## config.mk

```make
export PLATFORM = sky130hd
export DESIGN_NAME = mem_op_sched
export DESIGN_NICKNAME = d
export VERILOG_FILES = /design/src/rtl/mem_sched_pkg.sv /design/src/rtl/mem_op_fifo.sv /design/src/rtl/mem_op_sched.sv
export SDC_FILE = /design/constraint.sdc
export NUM_CORES = 1
export LEC_CHECK = 0
export BUFFER_PORTS_ARGS = -buffer_cell sky130_fd_sc_hd__buf_2
export CAP_MARGIN = 20
export CORE_MARGIN = 1
export CORE_UTILIZATION = 50
export DETAILED_ROUTE_END_ITERATION = 7
export GPL_TIMING_DRIVEN = 1
export PLACE_DENSITY = 0.76
export SYNTH_ARGS = -nofsm -noshare
export SYNTH_HDL_FRONTEND = slang
export SYNTH_SLANG_ARGS = --single-unit
```

## constraint.sdc

```tcl
create_clock -name clk -period 5.3 [get_ports clk]
set_input_delay 1.06 -clock clk [delete_from_list [all_inputs] [get_ports clk]]
set_output_delay 1.06 -clock clk [all_outputs]
set_load 0.005 [all_outputs]
```

## src/rtl/mem_sched_pkg.sv

```systemverilog
`default_nettype none
// ============================================================================
// mem_sched_pkg
// Shared types for the vector memory-op issue scheduler: op descriptor,
// addressing-mode encoding, scheduler states and the mode one-hot decode.
// Revision: 1.0
// ============================================================================
package mem_sched_pkg;

    // Addressing mode as carried on the dispatch bus; 2'b00 is illegal
    typedef enum logic [1:0] {
        MODE_UNIT    = 2'b01,
        MODE_STRIDED = 2'b10,
        MODE_IDX     = 2'b11
    } mem_mode_e;

    // One queued vector load/store. mode is kept as raw bits so an
    // illegal encoding can travel through the queue and be flagged at the head.
    typedef struct packed {
        logic        store;
        logic [1:0]  mode;
        logic [2:0]  sew;
        logic [2:0]  lmul;
        logic [2:0]  dw;
        logic [31:0] base;
        logic [31:0] stride;
        logic [31:0] vl;
    } mem_op_t;

    typedef enum logic [1:0] {
        ST_IDLE       = 2'd0,
        ST_ISSUE      = 2'd1,
        ST_WAIT_DRAIN = 2'd2
    } sched_state_e;

    // Returns {idx, strided, unit}; the illegal encoding decodes to all zero
    function automatic logic [2:0] mode_onehot(input logic [1:0] mode);
        logic [2:0] oh;
        oh = 3'b000;
        case (mode)
            MODE_UNIT:    oh = 3'b001;
            MODE_STRIDED: oh = 3'b010;
            MODE_IDX:     oh = 3'b100;
            default:      oh = 3'b000;
        endcase
        return oh;
    endfunction

endpackage
`default_nettype wire

```

## src/rtl/mem_op_fifo.sv

```systemverilog
`default_nettype none
// ============================================================================
// mem_op_fifo
// Synchronous show-ahead FIFO of mem_op_t. The head entry is visible on
// `head` whenever the FIFO is non-empty. Caller guarantees no push when
// full and no pop when empty.
// Revision: 1.0
// ============================================================================
module mem_op_fifo
    import mem_sched_pkg::*;
#(
    parameter int DEPTH = 4
) (
    input  logic                     clk,
    input  logic                     rstn,
    input  logic                     push,
    input  mem_op_t                  wr_op,
    input  logic                     pop,
    output mem_op_t                  head,
    output logic                     full,
    output logic                     empty,
    output logic [$clog2(DEPTH):0]   count
);

    localparam int AW = $clog2(DEPTH);
    localparam logic [AW:0] FULL_CNT = DEPTH[AW:0];

    mem_op_t        mem [DEPTH];
    logic [AW-1:0]  wr_ptr;
    logic [AW-1:0]  rd_ptr;

    // Storage array; contents need no reset because count gates validity
    always_ff @(posedge clk) begin
        if (push) begin
            mem[wr_ptr] <= wr_op;
        end
    end

    // Pointer and occupancy bookkeeping
    always_ff @(posedge clk or negedge rstn) begin
        if (!rstn) begin
            wr_ptr <= '0;
            rd_ptr <= '0;
            count  <= '0;
        end else begin
            if (push) begin
                wr_ptr <= wr_ptr + 1'b1;
            end
            if (pop) begin
                rd_ptr <= rd_ptr + 1'b1;
            end
            if (push && !pop) begin
                count <= count + 1'b1;
            end else if (!push && pop) begin
                count <= count - 1'b1;
            end
        end
    end

    assign head  = mem[rd_ptr];
    assign full  = (count == FULL_CNT);
    assign empty = (count == '0);

endmodule
`default_nettype wire

```

## src/rtl/mem_op_sched.sv

```systemverilog
`default_nettype none
// ============================================================================
// mem_op_sched
// In-order issue scheduler for vector loads/stores towards mem_subsys.
// Queues dispatched ops, presents the head op on the mcu config bus with a
// load or store valid, tracks outstanding ops per direction and never lets
// the direction change until the opposite direction has fully drained.
// Revision: 1.0
// ============================================================================
module mem_op_sched
    import mem_sched_pkg::*;
#(
    parameter int FIFO_DEPTH = 4,
    parameter int MAX_OUT    = 2
) (
    input  logic                           clk,
    input  logic                           rstn,
    input  logic                           op_vld_i,
    output logic                           op_rdy_o,
    input  logic                           op_store_i,
    input  logic [1:0]                     op_mode_i,
    input  logic [2:0]                     op_sew_i,
    input  logic [2:0]                     op_lmul_i,
    input  logic [2:0]                     op_data_width_i,
    input  logic [31:0]                    op_base_addr_i,
    input  logic [31:0]                    op_stride_i,
    input  logic [31:0]                    op_vl_i,
    output logic [2:0]                     mcu_sew_o,
    output logic [2:0]                     mcu_lmul_o,
    output logic [2:0]                     mcu_data_width_o,
    output logic [31:0]                    mcu_base_addr_o,
    output logic [31:0]                    mcu_stride_o,
    output logic [31:0]                    mcu_vl_o,
    output logic                           mcu_unit_ld_st_o,
    output logic                           mcu_strided_ld_st_o,
    output logic                           mcu_idx_ld_st_o,
    output logic                           mcu_ld_vld_o,
    input  logic                           mcu_ld_rdy_i,
    output logic                           mcu_st_vld_o,
    input  logic                           mcu_st_rdy_i,
    input  logic                           ld_done_i,
    input  logic                           st_done_i,
    output logic [$clog2(MAX_OUT+1)-1:0]   ld_out_o,
    output logic [$clog2(MAX_OUT+1)-1:0]   st_out_o,
    output logic                           busy_o,
    output logic                           err_o
);

    localparam int CW = $clog2(MAX_OUT + 1);
    localparam int QW = $clog2(FIFO_DEPTH) + 1;
    localparam logic [CW-1:0] MAX_CNT = MAX_OUT[CW-1:0];
    localparam logic [QW-1:0] ONE_CNT = {{(QW-1){1'b0}}, 1'b1};

    sched_state_e   state;
    mem_op_t        in_op;
    mem_op_t        head;
    logic           fifo_full;
    logic           fifo_empty;
    logic [QW-1:0]  fifo_count;
    logic           push;
    logic           pop;
    logic           ld_hs;
    logic           st_hs;
    logic           head_illegal;
    logic           head_skip;
    logic           head_elig;
    logic           one_left;
    logic           q_nonempty_next;
    logic           ld_dec;
    logic           st_dec;
    logic [CW-1:0]  ld_next;
    logic [CW-1:0]  st_next;

    assign in_op = '{store:  op_store_i,
                     mode:   op_mode_i,
                     sew:    op_sew_i,
                     lmul:   op_lmul_i,
                     dw:     op_data_width_i,
                     base:   op_base_addr_i,
                     stride: op_stride_i,
                     vl:     op_vl_i};

    mem_op_fifo #(
        .DEPTH (FIFO_DEPTH)
    ) u_fifo (
        .clk   (clk),
        .rstn  (rstn),
        .push  (push),
        .wr_op (in_op),
        .pop   (pop),
        .head  (head),
        .full  (fifo_full),
        .empty (fifo_empty),
        .count (fifo_count)
    );

    assign op_rdy_o = !fifo_full;

    // Handshakes, head classification, pop decision and next counter values
    always_comb begin
        push         = op_vld_i && !fifo_full;
        ld_hs        = (state == ST_ISSUE) && mcu_ld_vld_o && mcu_ld_rdy_i;
        st_hs        = (state == ST_ISSUE) && mcu_st_vld_o && mcu_st_rdy_i;
        head_illegal = (head.mode == 2'b00);
        // Zero-length and illegal ops are dropped at the head without issue
        head_skip    = (state != ST_ISSUE) && !fifo_empty &&
                       ((head.vl == '0) || head_illegal);
        // A direction may only issue once the other one has fully drained
        head_elig    = head.store ? ((ld_out_o == '0) && (st_out_o < MAX_CNT))
                                  : ((st_out_o == '0) && (ld_out_o < MAX_CNT));
        pop          = ld_hs || st_hs || head_skip;
        one_left     = (fifo_count == ONE_CNT);
        q_nonempty_next = push || !(fifo_empty || (one_left && pop));

        // A done pulse with nothing outstanding is ignored (and flagged)
        ld_dec  = ld_done_i && (ld_out_o != '0);
        st_dec  = st_done_i && (st_out_o != '0);
        ld_next = ld_out_o;
        st_next = st_out_o;
        if (ld_hs && !ld_dec) begin
            ld_next = ld_out_o + 1'b1;
        end else if (!ld_hs && ld_dec) begin
            ld_next = ld_out_o - 1'b1;
        end
        if (st_hs && !st_dec) begin
            st_next = st_out_o + 1'b1;
        end else if (!st_hs && st_dec) begin
            st_next = st_out_o - 1'b1;
        end
    end

    // Outstanding counters, busy and sticky error flag
    always_ff @(posedge clk or negedge rstn) begin
        if (!rstn) begin
            ld_out_o <= '0;
            st_out_o <= '0;
            busy_o   <= 1'b0;
            err_o    <= 1'b0;
        end else begin
            ld_out_o <= ld_next;
            st_out_o <= st_next;
            busy_o   <= q_nonempty_next || (ld_next != '0) || (st_next != '0);
            err_o    <= err_o
                        || (ld_done_i && (ld_out_o == '0))
                        || (st_done_i && (st_out_o == '0))
                        || (head_skip && head_illegal);
        end
    end

    // Issue FSM; config bus and valids are registered and zero outside ISSUE
    always_ff @(posedge clk or negedge rstn) begin
        if (!rstn) begin
            state               <= ST_IDLE;
            mcu_sew_o           <= '0;
            mcu_lmul_o          <= '0;
            mcu_data_width_o    <= '0;
            mcu_base_addr_o     <= '0;
            mcu_stride_o        <= '0;
            mcu_vl_o            <= '0;
            mcu_unit_ld_st_o    <= 1'b0;
            mcu_strided_ld_st_o <= 1'b0;
            mcu_idx_ld_st_o     <= 1'b0;
            mcu_ld_vld_o        <= 1'b0;
            mcu_st_vld_o        <= 1'b0;
        end else begin
            case (state)
                ST_IDLE, ST_WAIT_DRAIN: begin
                    if (fifo_empty) begin
                        state <= ST_IDLE;
                    end else if (head_skip) begin
                        state <= (one_left && !push) ? ST_IDLE : ST_WAIT_DRAIN;
                    end else if (head_elig) begin
                        state               <= ST_ISSUE;
                        mcu_sew_o           <= head.sew;
                        mcu_lmul_o          <= head.lmul;
                        mcu_data_width_o    <= head.dw;
                        mcu_base_addr_o     <= head.base;
                        mcu_stride_o        <= head.stride;
                        mcu_vl_o            <= head.vl;
                        {mcu_idx_ld_st_o, mcu_strided_ld_st_o, mcu_unit_ld_st_o}
                                            <= mode_onehot(head.mode);
                        mcu_ld_vld_o        <= !head.store;
                        mcu_st_vld_o        <= head.store;
                    end else begin
                        state <= ST_WAIT_DRAIN;
                    end
                end
                ST_ISSUE: begin
                    // Dropping vld for a cycle lets the counters settle
                    // before the next head is judged
                    if (ld_hs || st_hs) begin
                        state               <= (one_left && !push) ? ST_IDLE : ST_WAIT_DRAIN;
                        mcu_sew_o           <= '0;
                        mcu_lmul_o          <= '0;
                        mcu_data_width_o    <= '0;
                        mcu_base_addr_o     <= '0;
                        mcu_stride_o        <= '0;
                        mcu_vl_o            <= '0;
                        mcu_unit_ld_st_o    <= 1'b0;
                        mcu_strided_ld_st_o <= 1'b0;
                        mcu_idx_ld_st_o     <= 1'b0;
                        mcu_ld_vld_o        <= 1'b0;
                        mcu_st_vld_o        <= 1'b0;
                    end
                end
                default: begin
                    state <= ST_IDLE;
                end
            endcase
        end
    end

endmodule
`default_nettype wire

```

==> reports/qor.csv <==
metric;value;unit
status;complete, no violations;
Cells after Synth;1092;
critical path arrival;4.38;ns
IO Port Bufs;231;
Post-CTS Hold Buffers;0;
Final setup viols;0;
CP top delay family;flip-flops;
global-route wire length before repair;67500;um
Pint;9950;uW
Synth top area share;61.0;%
Fin. Hold Viols;0;
All-Layer GR Usage;20.7;%
Via-to-Cell Ratio;5.72;
Worst Setup End Kind;flip-flop;
hold worst-path end;err_o$_DFF_PN0_;
Req. time, crit path;5.80;ns
Initial DRT Pass Iterations;5;
setup ws final;1.43;ns
Detailed Route Iter0 Violations;832;
Yosys cell types;42;
RSZ-0062 raised after global routing;false;
nets;1460;
Finished Cell Area;0.0247;mm^2
net count after synthesis;1218;
most frequent cells in the layout;edfxtp_1, buf_2, nand2_1, dfrtp_1, mux4_2;
syn avg cell area;19.5;um^2
area post-placement;0.0230;mm^2
Worst Setup Path Type;flip-flop to flip-flop;
static leakage;0.00971;uW
initial antenna violation count;14;
Clk pwr share;26.0;%
Reg2Reg Depth;7;
number of synthesis warnings;0;
CP max-delay cell;dfrtp_4;
period utilization;73.1;%
Clock Tree Buf Depth;3;
minimum clock period;3.87;ns
mapped cell area;0.0213;mm^2
fraction of layout cells with a size suffix above 1;32.1;%
pin count of the biggest net entering global routing;94;
Peak VDD IR;0.000339;V
Syn-to-layout area delta;16.2;%
Total Die Area;0.0433;mm^2
Worst Hold Launch;err_o$_DFF_PN0_;
crit path max fanout;38;
Max Freq;0.258;GHz
Post-CTS Resized;0;
crit-path cells;mux4_2 > nor4_1 > and4_1 > a21o_2 > a21o_4 > buf_4 > mux2i_1;
DRC viols;0;
clock tree sinks;557;
worst r2r dst;mcu_stride_o[6]$_DFFE_PN0P_;
num ports;232;
RePlAce Congestion;0.750;
vias in the first global route;11500;
PwrDens;577;mW/mm^2
Slew @ Worst Pin;1.07;ns
Synth area leaders;edfxtp_1, dfrtp_1, mux4_2, mux2i_1, nand2_1;
Die H;208;um
antenna-violating nets left;0;
Net Sw Power;4300;uW
final WL;44100;um
postcts setup bufs;0;
Hold Path Depth;2;
Clk Latency, worst-skew pair;0.59;ns
grt ovf;0;
DIE WIDTH;208;um
FF-to-FF Start;u_fifo.rd_ptr[0]$_DFFE_PN0P_;
Wirelength per Cell;22.9;um
H-tree levels;2;
Max Cap Viol;0;
post-synth top area cell;edfxtp_1;
final hold slack;0.483;ns
most common cell after layout, fill and taps aside;edfxtp_1;
total CTS buffers;54;
Yosys reg bits;557;
pre-CTS setup slack;1.39;ns
sw frac;30.2;%
Rows;75;
Critical Path Start;u_fifo.rd_ptr[0]$_DFFE_PN0P_;
Slew HR;28.5;%
startpoint types;flip-flop;
HPWL after DPL;24800;um
CTS tree;built;
WP buf/inv;1;
initial core utilization;50.7;%
Slew Limit Fails;0;
r2r setup slk;1.43;ns
crit-path max cell delay;0.93;ns
Clock Skew;0.00886;ns
setup TNS;0;ns
part of the Yosys area used for sequential elements;75.8;%
Core Box Area;0.0419;mm^2
vias;11000;
clock tree root buffer cell;clkbuf_16;
clk slew on worst S/H paths;0.06;ns
sequential power share;45.7;%
Hold Path Class;flip-flop to flip-flop;
Logic pwr share;28.4;%
==> through the flow <==
stage	total power [uW]	util, %	std cells
after detailed placement	10700	54.7	1817
after global routing	15000	58.9	1923
after CTS	14400	58.8	1919
final	14300	58.9	1926
after floorplan	9340	-	1092
after global placement	10500	54.7	1817
==> routing by layer <==
metal  track usage [%]  routed length (um)
met2              34.0               22100
met1              27.7               18000
met3              4.88                2930
met5                 0                  95
met4              6.54                 967
==> final cells by class <==
cell class              instances  area [um^2]
well taps                     539          674
clock buffers                  83         1600
fillers                      3031        17300
inverters                      11         41.3
diodes                          7         17.5
multi-input cells             465         4800
repair buffers                245         1330
clock inverters                19          121
flip-flops and latches        557        16100
==> worst min-delay path: cells and delay by family, from the launching register on <==
kind	cells	cell delay, ns
and+or+nand+nor	1	0.05
DFF	1	0.34
AOI/OAI and AO/OA	1	0.05
==> registers in the layout, summed over array words and instances (netlist names), 3 cells and up <==
name	cells
mcu_base_addr_o	32
mcu_data_width_o	3
mcu_lmul_o	3
mcu_sew_o	3
mcu_stride_o	32
mcu_vl_o	32
u_fifo.count	3
u_fifo.mem	432
==> power by group through the flow <==
stage                     Combinational (uW)  Sequential (uW)  Clock [uW]
after CTS                               4120             6520        3780
after floorplan                         2950             6390           0
after detailed placement                4100             6590           0
after global routing                    4420             6620        3930
final                                   4040             6510        3700
after global placement                  4010             6540           0
==> Yosys cell counts <==
master,number
edfxtp_1,432
nand2_1,165
dfrtp_1,125
mux4_2,108
mux2i_1,75
a32o_1,33
clkbuf_1,26
buf_2,15
ha_1,11
inv_1,11
nor4_1,8
nor2_1,7
o21ai_0,7
xnor2_1,7
buf_4,6
and3_1,5
buf_1,5
buf_12,5
a21oi_1,4
nor2b_1,4
nand2b_1,3
xor2_1,3
and4_1,2
buf_6,2
maj3_1,2
nand3_1,2
nor3_1,2
o21ai_1,2
o22ai_1,2
a211o_1,1
a211oi_1,1
a211oi_2,1
a21o_1,1
a21o_2,1
a221oi_1,1
a32oi_1,1
and2_0,1
nand3b_1,1
nand4b_1,1
or2_2,1
or3_1,1
or4_1,1
==> cells by family (layout without fill, tap and decap cells) <==
group	Yosys count	after routing	share of synthesized area (%)
multiplexers	183	183	15.0
flip-flops	557	557	75.8
buffers and inverters	70	358	1.88
XOR/XNOR	10	10	0.412
adder cells (fa/ha/maj)	13	13	0.742
other	0	7	0
AO/OA/AOI/OAI	55	55	2.21
AND/OR/NAND/NOR	204	204	4.00
==> worst max-delay path by stage <==
stage                                            to  slack [ns]  cells past startpoint
global route            mcu_stride_o[6]$_DFFE_PN0P_        1.24                      7
global placement       mcu_unit_ld_st_o$_DFFE_PN0P_        1.50                      8
finish                  mcu_stride_o[6]$_DFFE_PN0P_        1.43                      7
detailed placement  mcu_base_addr_o[13]$_DFFE_PN0P_        1.39                      7
floorplan                u_fifo.mem[0][0]$_DFFE_PP_        1.21                      1
CTS                 mcu_base_addr_o[13]$_DFFE_PN0P_        1.37                      7
Note: power is estimated with default switching activity, not from simulation.
